[config.mk]
export PLATFORM = sky130hd
export DESIGN_NAME = instr_fetch_unit_flat
export DESIGN_NICKNAME = d
export VERILOG_FILES = /design/src/rtl/instr_fetch_unit_if.sv /design/src/rtl/instr_fetch_unit.sv /design/src/flat_wrapper.sv
export SDC_FILE = /design/constraint.sdc
export NUM_CORES = 1
export LEC_CHECK = 0
export ABC_AREA = 1
export CAP_MARGIN = 20
export CORE_ASPECT_RATIO = 1.75
export CORE_UTILIZATION = 53
export DETAILED_ROUTE_END_ITERATION = 8
export MAX_ROUTING_LAYER = met4
export PLACE_DENSITY = 0.84
export SLEW_MARGIN = 15
export SYNTH_ARGS = -nofsm -noshare
export SYNTH_HDL_FRONTEND = slang
export SYNTH_SLANG_ARGS = --single-unit
[constraint.sdc]
create_clock -name clk -period 5.5 [get_ports clk]
set_input_delay 0.825 -clock clk [delete_from_list [all_inputs] [get_ports clk]]
set_output_delay 0.825 -clock clk [all_outputs]
set_load 0.03 [all_outputs]
[src/rtl/instr_fetch_unit_if.sv]
// rtl/instr_fetch_unit_if.sv - instruction memory request/response bus
interface instr_fetch_unit_if;
    logic        imem_req;
    logic [31:0] imem_addr;
    logic        imem_ready;
    logic [31:0] imem_rdata;

    modport master (
        output imem_req,
        output imem_addr,
        input  imem_ready,
        input  imem_rdata
    );

    modport slave (
        input  imem_req,
        input  imem_addr,
        output imem_ready,
        output imem_rdata
    );
endinterface

[src/rtl/instr_fetch_unit.sv]
// rtl/instr_fetch_unit.sv - multi-cycle fetch stage: PC, instruction register, next-PC select
module instr_fetch_unit #(
    parameter logic [31:0] RESET_PC = 32'h0000_3000,
    parameter int          CNT_W    = 16
) (
    input  logic                 clk,
    input  logic                 rst_n,
    instr_fetch_unit_if.master   imem,
    output logic                 instr_valid,
    output logic [31:0]          Instr,
    output logic [5:0]           OpCode,
    output logic [5:0]           Funct,
    output logic [31:0]          PC,
    input  logic                 instr_ack,
    input  logic                 Branch,
    input  logic                 Jump,
    input  logic                 BrTaken,
    output logic [CNT_W-1:0]     fetch_cnt
);

    typedef enum logic [1:0] {
        S_BOOT  = 2'd0,
        S_FETCH = 2'd1,
        S_HOLD  = 2'd2
    } state_t;

    state_t      state;
    state_t      state_nxt;

    logic        capture;
    logic        retire;
    logic [31:0] pc4;
    logic [31:0] br_off;
    logic [31:0] br_target;
    logic [31:0] jmp_target;
    logic [31:0] next_pc;

    always_ff @(posedge clk or negedge rst_n) begin
        if (!rst_n) begin
            state <= S_BOOT;
        end else begin
            state <= state_nxt;
        end
    end

    always_comb begin
        state_nxt = state;
        case (state)
            S_BOOT:  state_nxt = S_FETCH;
            S_FETCH: if (imem.imem_ready) state_nxt = S_HOLD;
            S_HOLD:  if (instr_ack)       state_nxt = S_FETCH;
            default: state_nxt = S_BOOT;
        endcase
    end

    // Request and valid are pure state decodes so an async reset drops them at once.
    always_comb begin
        imem.imem_req  = 1'b0;
        instr_valid    = 1'b0;
        capture        = 1'b0;
        retire         = 1'b0;
        case (state)
            S_FETCH: begin
                imem.imem_req = 1'b1;
                capture       = imem.imem_ready;
            end
            S_HOLD: begin
                instr_valid = 1'b1;
                retire      = instr_ack;
            end
            default: ;
        endcase
    end

    assign imem.imem_addr = PC;

    assign OpCode = Instr[31:26];
    assign Funct  = Instr[5:0];

    // Jump wins over Branch because the J encoding raises both control lines.
    always_comb begin
        pc4        = PC + 32'd4;
        br_off     = {{14{Instr[15]}}, Instr[15:0], 2'b00};
        br_target  = pc4 + br_off;
        jmp_target = {pc4[31:28], Instr[25:0], 2'b00};
        if (Jump) begin
            next_pc = jmp_target;
        end else if (Branch && BrTaken) begin
            next_pc = br_target;
        end else begin
            next_pc = pc4;
        end
    end

    always_ff @(posedge clk or negedge rst_n) begin
        if (!rst_n) begin
            PC        <= {RESET_PC[31:2], 2'b00};
            Instr     <= 32'h0000_0000;
            fetch_cnt <= '0;
        end else begin
            if (capture) begin
                Instr <= imem.imem_rdata;
            end
            if (retire) begin
                PC        <= {next_pc[31:2], 2'b00};
                fetch_cnt <= fetch_cnt + 1'b1;
            end
        end
    end

endmodule

[src/flat_wrapper.sv]
// flat-port wrapper written by rule: the top's interface ports become plain ports
module instr_fetch_unit_flat 
#(
    parameter logic [31:0] RESET_PC = 32'h0000_3000,
    parameter int          CNT_W    = 16
)
  (clk, rst_n, instr_valid, Instr, OpCode, Funct, PC, instr_ack, Branch, Jump, BrTaken, fetch_cnt, imem_imem_req, imem_imem_addr, imem_imem_ready, imem_imem_rdata);
  instr_fetch_unit_if imem_i ();
  input  logic clk;
  input  logic rst_n;
  output logic instr_valid;
  output logic [31:0] Instr;
  output logic [5:0] OpCode;
  output logic [5:0] Funct;
  output logic [31:0] PC;
  input  logic instr_ack;
  input  logic Branch;
  input  logic Jump;
  input  logic BrTaken;
  output logic [CNT_W-1:0] fetch_cnt;
  output wire logic [$bits(imem_i.imem_req)-1:0] imem_imem_req;
  output wire logic [$bits(imem_i.imem_addr)-1:0] imem_imem_addr;
  input wire logic [$bits(imem_i.imem_ready)-1:0] imem_imem_ready;
  input wire logic [$bits(imem_i.imem_rdata)-1:0] imem_imem_rdata;
  assign imem_imem_req = imem_i.imem_req;
  assign imem_imem_addr = imem_i.imem_addr;
  assign imem_i.imem_ready = imem_imem_ready;
  assign imem_i.imem_rdata = imem_imem_rdata;
  instr_fetch_unit #(.RESET_PC(RESET_PC), .CNT_W(CNT_W)) u_core (.clk(clk), .rst_n(rst_n), .imem(imem_i), .instr_valid(instr_valid), .Instr(Instr), .OpCode(OpCode), .Funct(Funct), .PC(PC), .instr_ack(instr_ack), .Branch(Branch), .Jump(Jump), .BrTaken(BrTaken), .fetch_cnt(fetch_cnt));
endmodule
Word-level counts from Yosys, hierarchy flattened
Index checks and enable logic that the tools add are counted.

Input port bits: 39. Output and inout bits: 126. Register bits: 80.

$add $sub $neg: 3. Eq/ne operators: 4. Mux-type cells: 9. Reductions and logical operators: 3.

Operators by type and width (count): 2-to-1 mux 32 bit (2); adder 32 x 3 -> 32 bit (second input constant) (1); adder 32 bit (1); adder 16 x 1 -> 16 bit (second input constant) (1); one-hot mux 2 bit (3 select lines) (1); 2-to-1 mux 1 bit (4); 2-to-1 mux 2 bit (2); inequality test 2 bit (second input constant) (2); equality test 2 x 1 -> 1 bit (second input constant) (1); equality test 2 bit (second input constant) (1); zero test 2 bit (1); AND reduction 2 bit (1); logical AND 1 bit (1).

Depth between registers and ports, before layout
Gate-level depths: netlist of the first run.

Depth after elaboration: 4. Gate-level depth with buffers: 27. Gate-level depth less buffers: 27.

Worst setup path before layout of the first run
No wires, ideal clock.

Path type: reg-to-reg. Start point: register u_core.PC[3]. End point: register u_core.PC[31]. Path slack: 2.711 ns. Data required time: 5.383 ns. Cell stages (with the launch flop): 25. Arrival: 2.672 ns. Path buffers: 0. Cell sequence: dfrtp_1 -> ha_1 -> nand2_2 -> nor2_4 -> nand2_4 -> nor2_4 -> nand2_4 -> nor2_4 -> nand2_1 -> nand2_1 -> nand2_1 -> inv_1 -> ha_1 -> a21oi_1 -> nand2_1 -> nand2_1 -> nand2_1 -> inv_1 -> nand2_1 -> a21oi_1 -> nand2_1 -> nand3_1 -> nand2_1 -> nand2_1 -> nand2_1.

Longest elaborated chain between the ends: 4.

RTL lines: start, declared (line instr_fetch_unit.sv:13) `output logic [31:0] PC,`; start signal, assigned (line instr_fetch_unit.sv:97) `PC <= {RESET_PC[31:2], 2'b00};`; start signal, assigned (line instr_fetch_unit.sv:105) `PC <= {next_pc[31:2], 2'b00};`; adder 32 x 3 -> 32 bit (*) (line instr_fetch_unit.sv:82) `pc4 = PC + 32'd4;`; adder 32 bit (line instr_fetch_unit.sv:84) `br_target = pc4 + br_off;`; 2-to-1 mux 32 bit (line instr_fetch_unit.sv:88) `end else if (Branch && BrTaken) begin`; 2-to-1 mux 32 bit (*) (line instr_fetch_unit.sv:86) `if (Jump) begin`.

Mark *: on every way between the ends. The rest lies on a longest branch, timed or not. A chain may end at the register's enable or synchronous reset.

Final worst setup path of the first run
Start point: register u_core.PC[12]. End point: register u_core.PC[28].

Same word-level chain as after synthesis.

==> summary.txt, run 1 <==
Finish
  – Share of layout cells above drive strength 1: 7.404%
  – Antenna cells: 0
  – Net count of the finished layout: 1248
  – Area Overhead vs Synth: 23.47%
  – Multi-input gate area: 0.004225 mm^2
  – Finished Core Util: 66.94%
  – Filler cells: 1172
  – Register area: 0.002004 mm^2
  – Final std cells w/o fill: 1349

Timing
  – Final hold slack: 0.3802 ns
  – RSZ-0062 raised after global routing: false
  – Clock skew: 0.004517 ns
  – Tmin final: 3.352 ns
  – Slew HR: 32.16%
  – Final WS setup: 2.148 ns
  – Slew @ Worst Pin: 1.014 ns
  – FMAX: 0.2983 GHz
  – Final setup viols: 0
  – Fin. max-slew vios: 0
  – Final Hold Vio Count: 0
  – TNS Setup: 0 ns
  – Period Utilization, post-route: 60.94%

Yosys
  – Flip-flop and latch count after synthesis: 80
  – Commonest cells in the netlist: nand2_1 (338), inv_1 (130), nor2_1 (94)
  – Mapped Area: 0.007217 mm^2
  – Primary FF master, synth: dfrtp_1
  – Mapped Cells: 1061
  – Post-synthesis sequential area ratio: 27.77%
  – Yosys warns: 0
  – Top cells by area, synth: dfrtp_1 (27%), nand2_1 (18%), inv_1 (6.8%)
  – Avg Synthesized Cell Area: 6.802 um^2
  – Synth top area share: 27.05%
  – EDFF count, synth: 0
  – Post-synth top area cell: dfrtp_1
  – Number of library cell types mapped by synthesis: 50
  – Cell with the most instances after synthesis: nand2_1
  – FFs w/ async S/R, synth: 100.0%

Die
  – DIE AREA: 0.01411 mm^2
  – Chip width: 90.21 um
  – Core area: 0.01331 mm^2
  – Num ports: 165
  – Die height: 156.4 um
  – Row count: 56
  – Initial Util: 54.21%

Detailed routing
  – DRT Pass-1 Iters: 5
  – Post-DRT Antenna Nets: 0
  – # DRC: 0
  – Vias per cell: 5.427
  – Drt first-iter violations: 614
  – WL/cell: 16.85 um
  – WL final: 22730 um
  – Via Count: 7321

CTS
  – Setup Fix Bufs, Post-CTS: 0
  – CTS Hold Bufs: 0
  – Clock buffer depth: 2
  – Root buffer cell: clkbuf_16
  – H-tree depth: 3
  – CTS tree: yes
  – Cts repair resizes: 0
  – Worst-path clk slew: 0.06 ns
  – Worst-Skew Late Latency: 0.34 ns
  – Clock sink count: 80
  – Num CTS Buffers: 9

Placed design
  – Placement Setup Slack: 2.104 ns
  – Port Buffers: 160
  – Placed insts: 1332
  – Placer Congestion: 1.051
  – DP Wirelength: 17720 um

Setup path
  – Crit-path max FO: 5
  – Critical path class: reg2reg
  – Worst endpoint required time: 5.73 ns
  – Register-to-register setup slack: 2.15 ns
  – Crit path launch type: flip-flop
  – Crit end category: flip-flop
  – Critical Path AT: 3.58 ns

Min path
  – Worst hold path type: in2async

Power and ir drop
  – Leakage: 4.485 nW
  – Pwr/cell area: 728.4 mW/mm^2
  – Peak supply drop: 0.0004477 V

GRT
  – Grt ovf: 0
  – Vias in the first global route: 7170
  – Largest net degree at the start of global routing: 81
  – GRT Util Overall: 33.61%
  – Initial antenna violation count: 0
  – First-pass GRT wire length: 36070 um

Status
  – Status: complete, no violations

Run
  – Max cap viols: 0
==> cell families after synthesis <==
family          share of synthesized area [%]
xor+xnor                                4.352
mux                                     4.213
simple gates                            35.56
flops                                   27.77
compound gates                          7.316
other cells                           0.05196
fa+ha+maj                               6.866
buf+inv                                 13.87
==> area by class of cell <==
cell class,count,share of cell area [%]
Multi-Input combinational cell,782,47.42
Inverter,136,5.883
Clock inverter,6,0.8284
Sequential cell,80,22.49
Timing Repair Buffer,161,18.25
Clock buffer,10,2.682
Tap cell,174,2.443
==> worst max-delay path, stage by stage (launching register included) <==
cell and delay (ns):
dfstp_2 0.58, nand2_1 0.10, nor2_2 0.22, nand2_1 0.13
nor3_1 0.38, nand2_1 0.12, and2_1 0.22, ha_1 0.31
a21oi_1 0.26, o21ai_0 0.19, a21oi_1 0.30, nand4_1 0.13
nand3_1 0.12, nand2_1 0.08, nand2_1 0.06, nand2_1 0.04
==> registers in the layout, indices dropped and copies added (netlist names) <==
name / flops
u_core.Instr: 32
u_core.PC: 30
u_core.fetch_cnt: 16
u_core.state: 2
==> through the flow <==
step                      total power, mW  cell area (um^2)
after floorplan                     4.380              7228
after global placement              5.747              8571
after detailed placement            5.775              8571
after CTS                           6.433              8884
after global routing                6.957              8911
final                               6.491              8911
==> path summary, 6_finish.rpt <==
path,from,to,depth (start not counted)
max in group asynchronous,rst_n,u_core.PC[13],2
worst max-delay path,u_core.PC[12],u_core.PC[28],15
worst min-delay path,rst_n,u_core.PC[30],1
min in group clk,u_core.fetch_cnt[15],u_core.fetch_cnt[15],1
worst max register to register,u_core.PC[12],u_core.PC[28],15
worst min register to register,u_core.fetch_cnt[15],u_core.fetch_cnt[15],1
==> layer usage <==
metal  global-route usage, %  vias up  wire length [um]
met2                   59.40      354             11740
met1                   36.93     3360              8398
met5                       -        -                 0
met3                   3.644       75              1427
met4                   18.20        0              1158
li1                        -     3532                 -
==> where the power goes <==
part           leakage, nW  switching [mW]  total [mW]  internal, mW
clock network        0.148           0.261       0.631         0.371
logic                 3.36            2.92        4.62          1.71
registers            0.979           0.403        1.24         0.835
total                 4.48            3.58        6.49          2.91
==> layout by cell type, fill, tap and decap left out, types with 4 or more instances in the layout <==
master             n
a21oi_1           42
nand2_2            6
nand2_1          337
xnor2_1           11
or2_2              5
conb_1             4
nand4_1           10
nor2_1            94
o21bai_1           8
o21ai_0           26
clkdlybuf4s50_1  159
nand3b_1           8
inv_1            130
nor3_1            13
clkbuf_16          9
ha_1              38
xor2_1            23
nor2_4             9
dfrtp_1           78
mux2_2            27
nor3b_1            5
nor2_2             4
nand3_1           79
Power figures use the tool's default switching activity.
==> run 2, diff against run 1 <==
CORE_UTILIZATION = 52   (was 53)
PLACE_DENSITY = 0.82   (was 0.84)
clock period = 3.4 ns   (was 5.5 ns; I/O delays follow)
==> run 2 against run 1 <==
Compared with the run above:
- worst hold slack got worse by 0.26 ns
- final area is 1.3% higher
- routed wire length rose by 0.19%
- setup slack worse by 1.9 ns
- clock skew is 0.0076 ns higher
- sequential share of layout area is 0.29 points lower
- critical path type unchanged
- critical endpoint is now u_core.PC[26]
- largest cell class unchanged
==> summary.txt, run 2 (same netlist as run 1, synthesis figures left out) <==
GRT
  – Largest net degree at the start of global routing: 81
  – GRT Util Overall: 32.91%
  – Grt ovf: 0
  – First-pass GRT wire length: 35690 um
  – Initial antenna violation count: 0
  – Vias in the first global route: 7070

Die
  – DIE AREA: 0.01437 mm^2
  – Row count: 56
  – Die height: 157.8 um
  – Chip width: 91.06 um
  – Core area: 0.01345 mm^2
  – Initial Util: 53.65%
  – Num ports: 165

Placed design
  – DP Wirelength: 17870 um
  – Port Buffers: 160
  – Placer Congestion: 1.015
  – DP Area: 0.008688 mm^2
  – Placed insts: 1348

Setup path
  – Crit path launch type: flip-flop
  – Worst endpoint required time: 3.63 ns
  – Register-to-register setup slack: 0.24 ns
  – Crit end category: flip-flop
  – Critical Path AT: 3.39 ns
  – Crit-path max FO: 6
  – Critical path class: reg2reg

CTS
  – Num CTS Buffers: 9
  – Clock sink count: 80
  – CTS Hold Bufs: 0
  – Worst-Skew Late Latency: 0.34 ns
  – CTS tree: yes
  – Setup Fix Bufs, Post-CTS: 0
  – Root buffer cell: clkbuf_16
  – Clock buffer depth: 2
  – Worst-path clk slew: 0.07 ns
  – H-tree depth: 3

Power and ir drop
  – Leakage: 4.562 nW
  – Pwr/cell area: 1162 mW/mm^2
  – Peak supply drop: 0.0007297 V

Finish
  – Most frequent cells in the layout: nand2_1 (338), clkdlybuf4s50_1 (159), inv_1 (130)
  – Final std cells w/o fill: 1365
  – Filler cells: 1211
  – Share of layout cells above drive strength 1: 8.984%
  – Biggest register: u_core.Instr
  – Largest register FFs: 32
  – Commonest non-fill, non-tap cell in the layout: nand2_1
  – Net count of the finished layout: 1264
  – Non-Filler Cell Area, Final: 0.009031 mm^2
  – Top Registers: u_core.Instr (32), u_core.PC (30), u_core.fetch_cnt (16)
  – Antenna cells: 0
  – Area Overhead vs Synth: 25.14%

Timing
  – Fin. max-slew vios: 0
  – RSZ-0062 raised after global routing: false
  – FMAX: 0.3165 GHz
  – Final hold slack: 0.1216 ns
  – Period Utilization, post-route: 92.94%
  – Slew @ Worst Pin: 0.7210 ns
  – Final Hold Vio Count: 0
  – TNS Setup: 0 ns
  – Slew HR: 51.63%
  – Final setup viols: 0
  – Clock skew: 0.01213 ns
  – Tmin final: 3.160 ns

Detailed routing
  – WL final: 22770 um
  – Vias per cell: 5.390
  – # DRC: 0
  – WL/cell: 16.68 um
  – Post-DRT Antenna Nets: 0
  – Via Count: 7357
  – DRT Pass-1 Iters: 5
  – Drt first-iter violations: 593

Run
  – Max cap viols: 0

Status
  – Status: complete, no violations

Min path
  – Worst hold path type: in2async
## run 2: cell count changes in the layout (fill, tap and decap cells not counted), sizes merged
| cell | change |
|---|---|
| clkinv | +1 |
| bufinv | -1 |
| buf | +16 |
| inv | +2 |
| clkinvlp | -2 |
## run 2: worst paths after layout
check                                           from                    to  depth (start not counted)
worst max-delay path                    u_core.PC[2]         u_core.PC[26]                         19
worst min-delay path                           rst_n   u_core.fetch_cnt[1]                          1
worst max register to register          u_core.PC[2]         u_core.PC[26]                         19
worst min register to register  u_core.fetch_cnt[15]  u_core.fetch_cnt[15]                          1
max in group asynchronous                      rst_n  u_core.fetch_cnt[11]                          2
min in group clk                u_core.fetch_cnt[15]  u_core.fetch_cnt[15]                          1
## run 2: stage by stage
| stage | power [mW] | util (%) | setup slack (ns) |
|---|---|---|---|
| 2_1_floorplan | 7.085 | - | 0.6106 |
| 3_3_place_gp | 9.286 | 64.58 | 0.2106 |
| 3_5_place_dp | 9.391 | 64.58 | 0.1787 |
| 4_1_cts | 10.41 | 66.79 | 0.1435 |
| 5_1_grt | 11.28 | 67.13 | 0.01295 |
| 6_report | 10.50 | 67.13 | 0.2401 |
## run 2: final cells by class
| cell class | instances | area [um^2] | area share [%] |
|---|---|---|---|
| clock buffer | 10 | 239.0 | 2.646 |
| sequential | 80 | 2006 | 22.21 |
| inverter | 136 | 524.3 | 5.805 |
| tap | 174 | 217.7 | 2.411 |
| timing repair buffer | 177 | 1747 | 19.34 |
| multi-input combinational | 782 | 4240 | 46.95 |
| clock inverter | 6 | 57.56 | 0.6373 |
## run 2: per-layer routing
layer | GRT usage, % | up-vias | wire length (um)
met3 | 3.410 | 86 | 1486
met5 | - | - | 0
met2 | 56.89 | 327 | 11430
li1 | - | 3565 | -
met4 | 19.35 | 0 | 1268
met1 | 36.84 | 3379 | 8580
## run 2: report_power, final
part | internal [mW] | switching, mW
clock network | 0.535 | 0.447
logic | 2.84 | 4.75
registers | 1.35 | 0.565
total | 4.73 | 5.77
## run 2: repair_timing
action	in CTS	in global routing
endpoints found under the hold margin	0	0
endpoints found under the setup margin	0	6
resized for setup	0	5
## run 2: critical path, stage by stage (launching register included)
cell and delay (ns):
dfrtp_1 0.44, inv_1 0.13, nor2_4 0.22, nand2_1 0.16
nor3_2 0.20, nand3_1 0.14, xor2_1 0.24, inv_1 0.10
ha_1 0.30, nand2_1 0.10, nor2_2 0.24, nand2_1 0.12
nor2_1 0.10, nand2_1 0.11, nand3_1 0.11, nand2_1 0.05
nand3_1 0.10, nand2_1 0.08, nand2_1 0.06, nand2_1 0.04
==> run 3, diff against run 2 <==
CORE_UTILIZATION = 47   (was 52)
PLACE_DENSITY = 0.79   (was 0.82)
RECOVER_POWER = 50   (was unset)
clock period = 2.8 ns   (was 3.4 ns; I/O delays follow)
==> run 3 against run 2 <==
Compared with the run above:
- the flow now finishes with violations (setup timing)
- global-route usage shrank 0.65 points
- routed wire length grew 10%
- flip-flop and latch count is the same
- register-to-register slack lost 0.36 ns
- setup slack lost 0.36 ns
- clock power grew 30%
- highest routed layer unchanged
- via count grew 7.9%
- clock skew shrank 0.0062 ns
- critical endpoint is now u_core.PC[22]
==> summary.txt, run 3 (same netlist as run 1, synthesis figures left out) <==
Status
  – Status: finished, violations left
  – Failing checks: setup timing

Setup path
  – Crit path launch type: flip-flop
  – Critical path class: reg2reg
  – Crit-path max FO: 4
  – Crit-path most repeated cell: nand2_1
  – Worst setup path startpoint: u_core.PC[12]
  – Worst setup path end: u_core.PC[22]
  – Worst path slowest cell: dfstp_2
  – Critical Path AT: 3.15 ns
  – Worst endpoint required time: 3.03 ns
  – R2R Path End: u_core.PC[22]
  – CP Cell Sequence: nand2_2 > nor2_4 > buf_4 > buf_4 > nand3_1 > nand2_1 > inv_1 > ha_1 > nand2_1 > nor2_2 > nand3_1 > nand3b_1 > buf_4 > nand2_1 > nand2_1 > nand2_1 > nand3_1 > nand2_1 > nand2_1 > nand2_1
  – Crit end category: flip-flop
  – R2R Path Start: u_core.PC[12]
  – Register-to-register setup slack: -0.12 ns
  – Slowest cell delay on critical path: 0.56 ns
  – R2R cell count: 20

Die
  – Row count: 59
  – Core area: 0.01491 mm^2
  – Chip width: 95.67 um
  – Initial Util: 48.40%
  – DIE AREA: 0.01587 mm^2
  – Num ports: 165
  – Die height: 165.9 um

CTS
  – Clock sink count: 80
  – Worst-path clk slew: 0.06 ns
  – CTS tree: yes
  – Worst-Skew Late Latency: 0.34 ns
  – Clock buffer depth: 2
  – Root buffer cell: clkbuf_16
  – H-tree depth: 3
  – Num CTS Buffers: 9

GRT
  – Largest net degree at the start of global routing: 80
  – Grt ovf: 0
  – First-pass GRT wire length: 37890 um
  – Layer with the highest usage: met2
  – Met3 Use GR: 3.938%
  – Met1 GRT Util: 34.77%
  – GRT met2 Usage: 55.09%
  – Initial antenna violation count: 0
  – GRT Util Overall: 32.26%
  – Vias in the first global route: 7762

Finish
  – Most frequent cells in the layout: nand2_1 (303), clkdlybuf4s50_1 (150), buf_4 (128)
  – Biggest register: u_core.Instr
  – Final std cells w/o fill: 1487
  – Largest register FFs: 32
  – Area Overhead vs Synth: 45.54%
  – Finished Core Util: 70.44%
  – Net count of the finished layout: 1378
  – Commonest non-fill, non-tap cell in the layout: nand2_1
  – Share of layout cells above drive strength 1: 25.54%
  – Antenna cells: 0
  – Non-Filler Cell Area, Final: 0.01050 mm^2
  – Top Registers: u_core.Instr (32), u_core.PC (30), u_core.fetch_cnt (16)

Timing
  – Final Hold Vio Count: 0
  – TNS Setup: -0.7047 ns
  – Slew @ Worst Pin: 1.473 ns
  – Fin. max-slew vios: 0
  – Slew HR: 1.556%
  – Tmin final: 2.920 ns
  – FMAX: 0.3425 GHz
  – Clock skew: 0.005946 ns
  – Final setup viols: 10
  – Period Utilization, post-route: 104.3%
  – Final WS setup: -0.1201 ns
  – RSZ-0062 raised after global routing: true
  – Final hold slack: 0.4727 ns

Detailed routing
  – DRT Pass-1 Iters: 5
  – Drt first-iter violations: 581
  – Post-DRT Antenna Nets: 0
  – WL final: 25060 um
  – Via Count: 7938
  – # DRC: 0
  – Vias per cell: 5.338
  – WL/cell: 16.85 um

Power and ir drop
  – Pwr/cell area: 1462 mW/mm^2
  – Leakage: 5.161 nW
  – Clk pwr share: 8.4%
  – Psw: 7.918 mW
  – Cell-internal power: 7.434 mW
  – Design Power: 15.35 mW
  – Flop pwr share: 14.3%
  – Power share of the combinational group: 77.3%
  – Sw Share: 51.58%
  – Peak supply drop: 0.001003 V

Placed design
  – Port Buffers: 160
  – DP Area: 0.009490 mm^2
  – Placer Congestion: 1.088
  – DP Wirelength: 18700 um
  – Placement Setup Slack: -0.1874 ns
  – Placed insts: 1462

Run
  – Max cap viols: 0

Min path
  – Worst hold path type: reg2reg
==> run 3: cell count changes in the layout (fill, tap and decap cells not counted), moves of 15 or more <==
cell / before / now
nand2_1: 338 / 303
ha_4: 0 / 15
nand2_2: 5 / 36
a21oi_2: 0 / 17
nor2_1: 93 / 70
nor2_2: 5 / 20
ha_1: 38 / 20
buf_4: 17 / 128
a21oi_1: 42 / 25
==> run 3: power groups by stage <==
stage | Combinational [mW] | Sequential (mW) | Clock [mW]
after global placement | 10.1 | 2.15 | 0
after CTS | 10.7 | 2.16 | 1.29
after detailed placement | 10.3 | 2.16 | 0
after floorplan | 5.50 | 3.10 | 0
final | 11.9 | 2.20 | 1.28
after global routing | 12.7 | 2.26 | 1.35
==> run 3: area by class of cell <==
cell class,count,area [um^2]
well taps,183,229.0
inverters,136,524.3
multi-input cells,782,4843
clock buffers,9,225.2
clock inverters,6,92.59
fillers,1170,4408
flip-flops and latches,80,2004
repair buffers,291,2585
==> run 3: metal layers <==
metal | vias up | wire length (um)
met5 | - | 0
met4 | 0 | 1797
met3 | 105 | 1457
met2 | 327 | 12780
met1 | 3719 | 9023
li1 | 3787 | -
==> run 3: what timing repair did <==
item                       CTS  global route
gates resized for setup     28           121
hold endpoints to repair     0            20
setup endpoints to repair   19            23
buffers inserted             7             1
pin swaps                    2            34
hold buffers                 0             1
==> run 3: worst min path at each step <==
stage	start	endpoint	cells past startpoint	slack [ns]
6_report	u_core.fetch_cnt[15]	u_core.fetch_cnt[15]	1	0.47
5_1_grt	u_core.fetch_cnt[15]	u_core.fetch_cnt[15]	1	0.51
2_1_floorplan	rst_n	u_core.Instr[0]	0	0.12
3_5_place_dp	u_core.fetch_cnt[15]	u_core.fetch_cnt[15]	1	0.46
4_1_cts	rst_n	u_core.Instr[2]	1	0.29
3_3_place_gp	u_core.fetch_cnt[15]	u_core.fetch_cnt[15]	1	0.47
==> run 3: critical path: cells and delay by family (launching register included) <==
kind | cells | cell delay, ns
buf+inv | 4 | 0.48
simple gates | 15 | 1.47
fa+ha+maj | 1 | 0.30
flops | 1 | 0.56
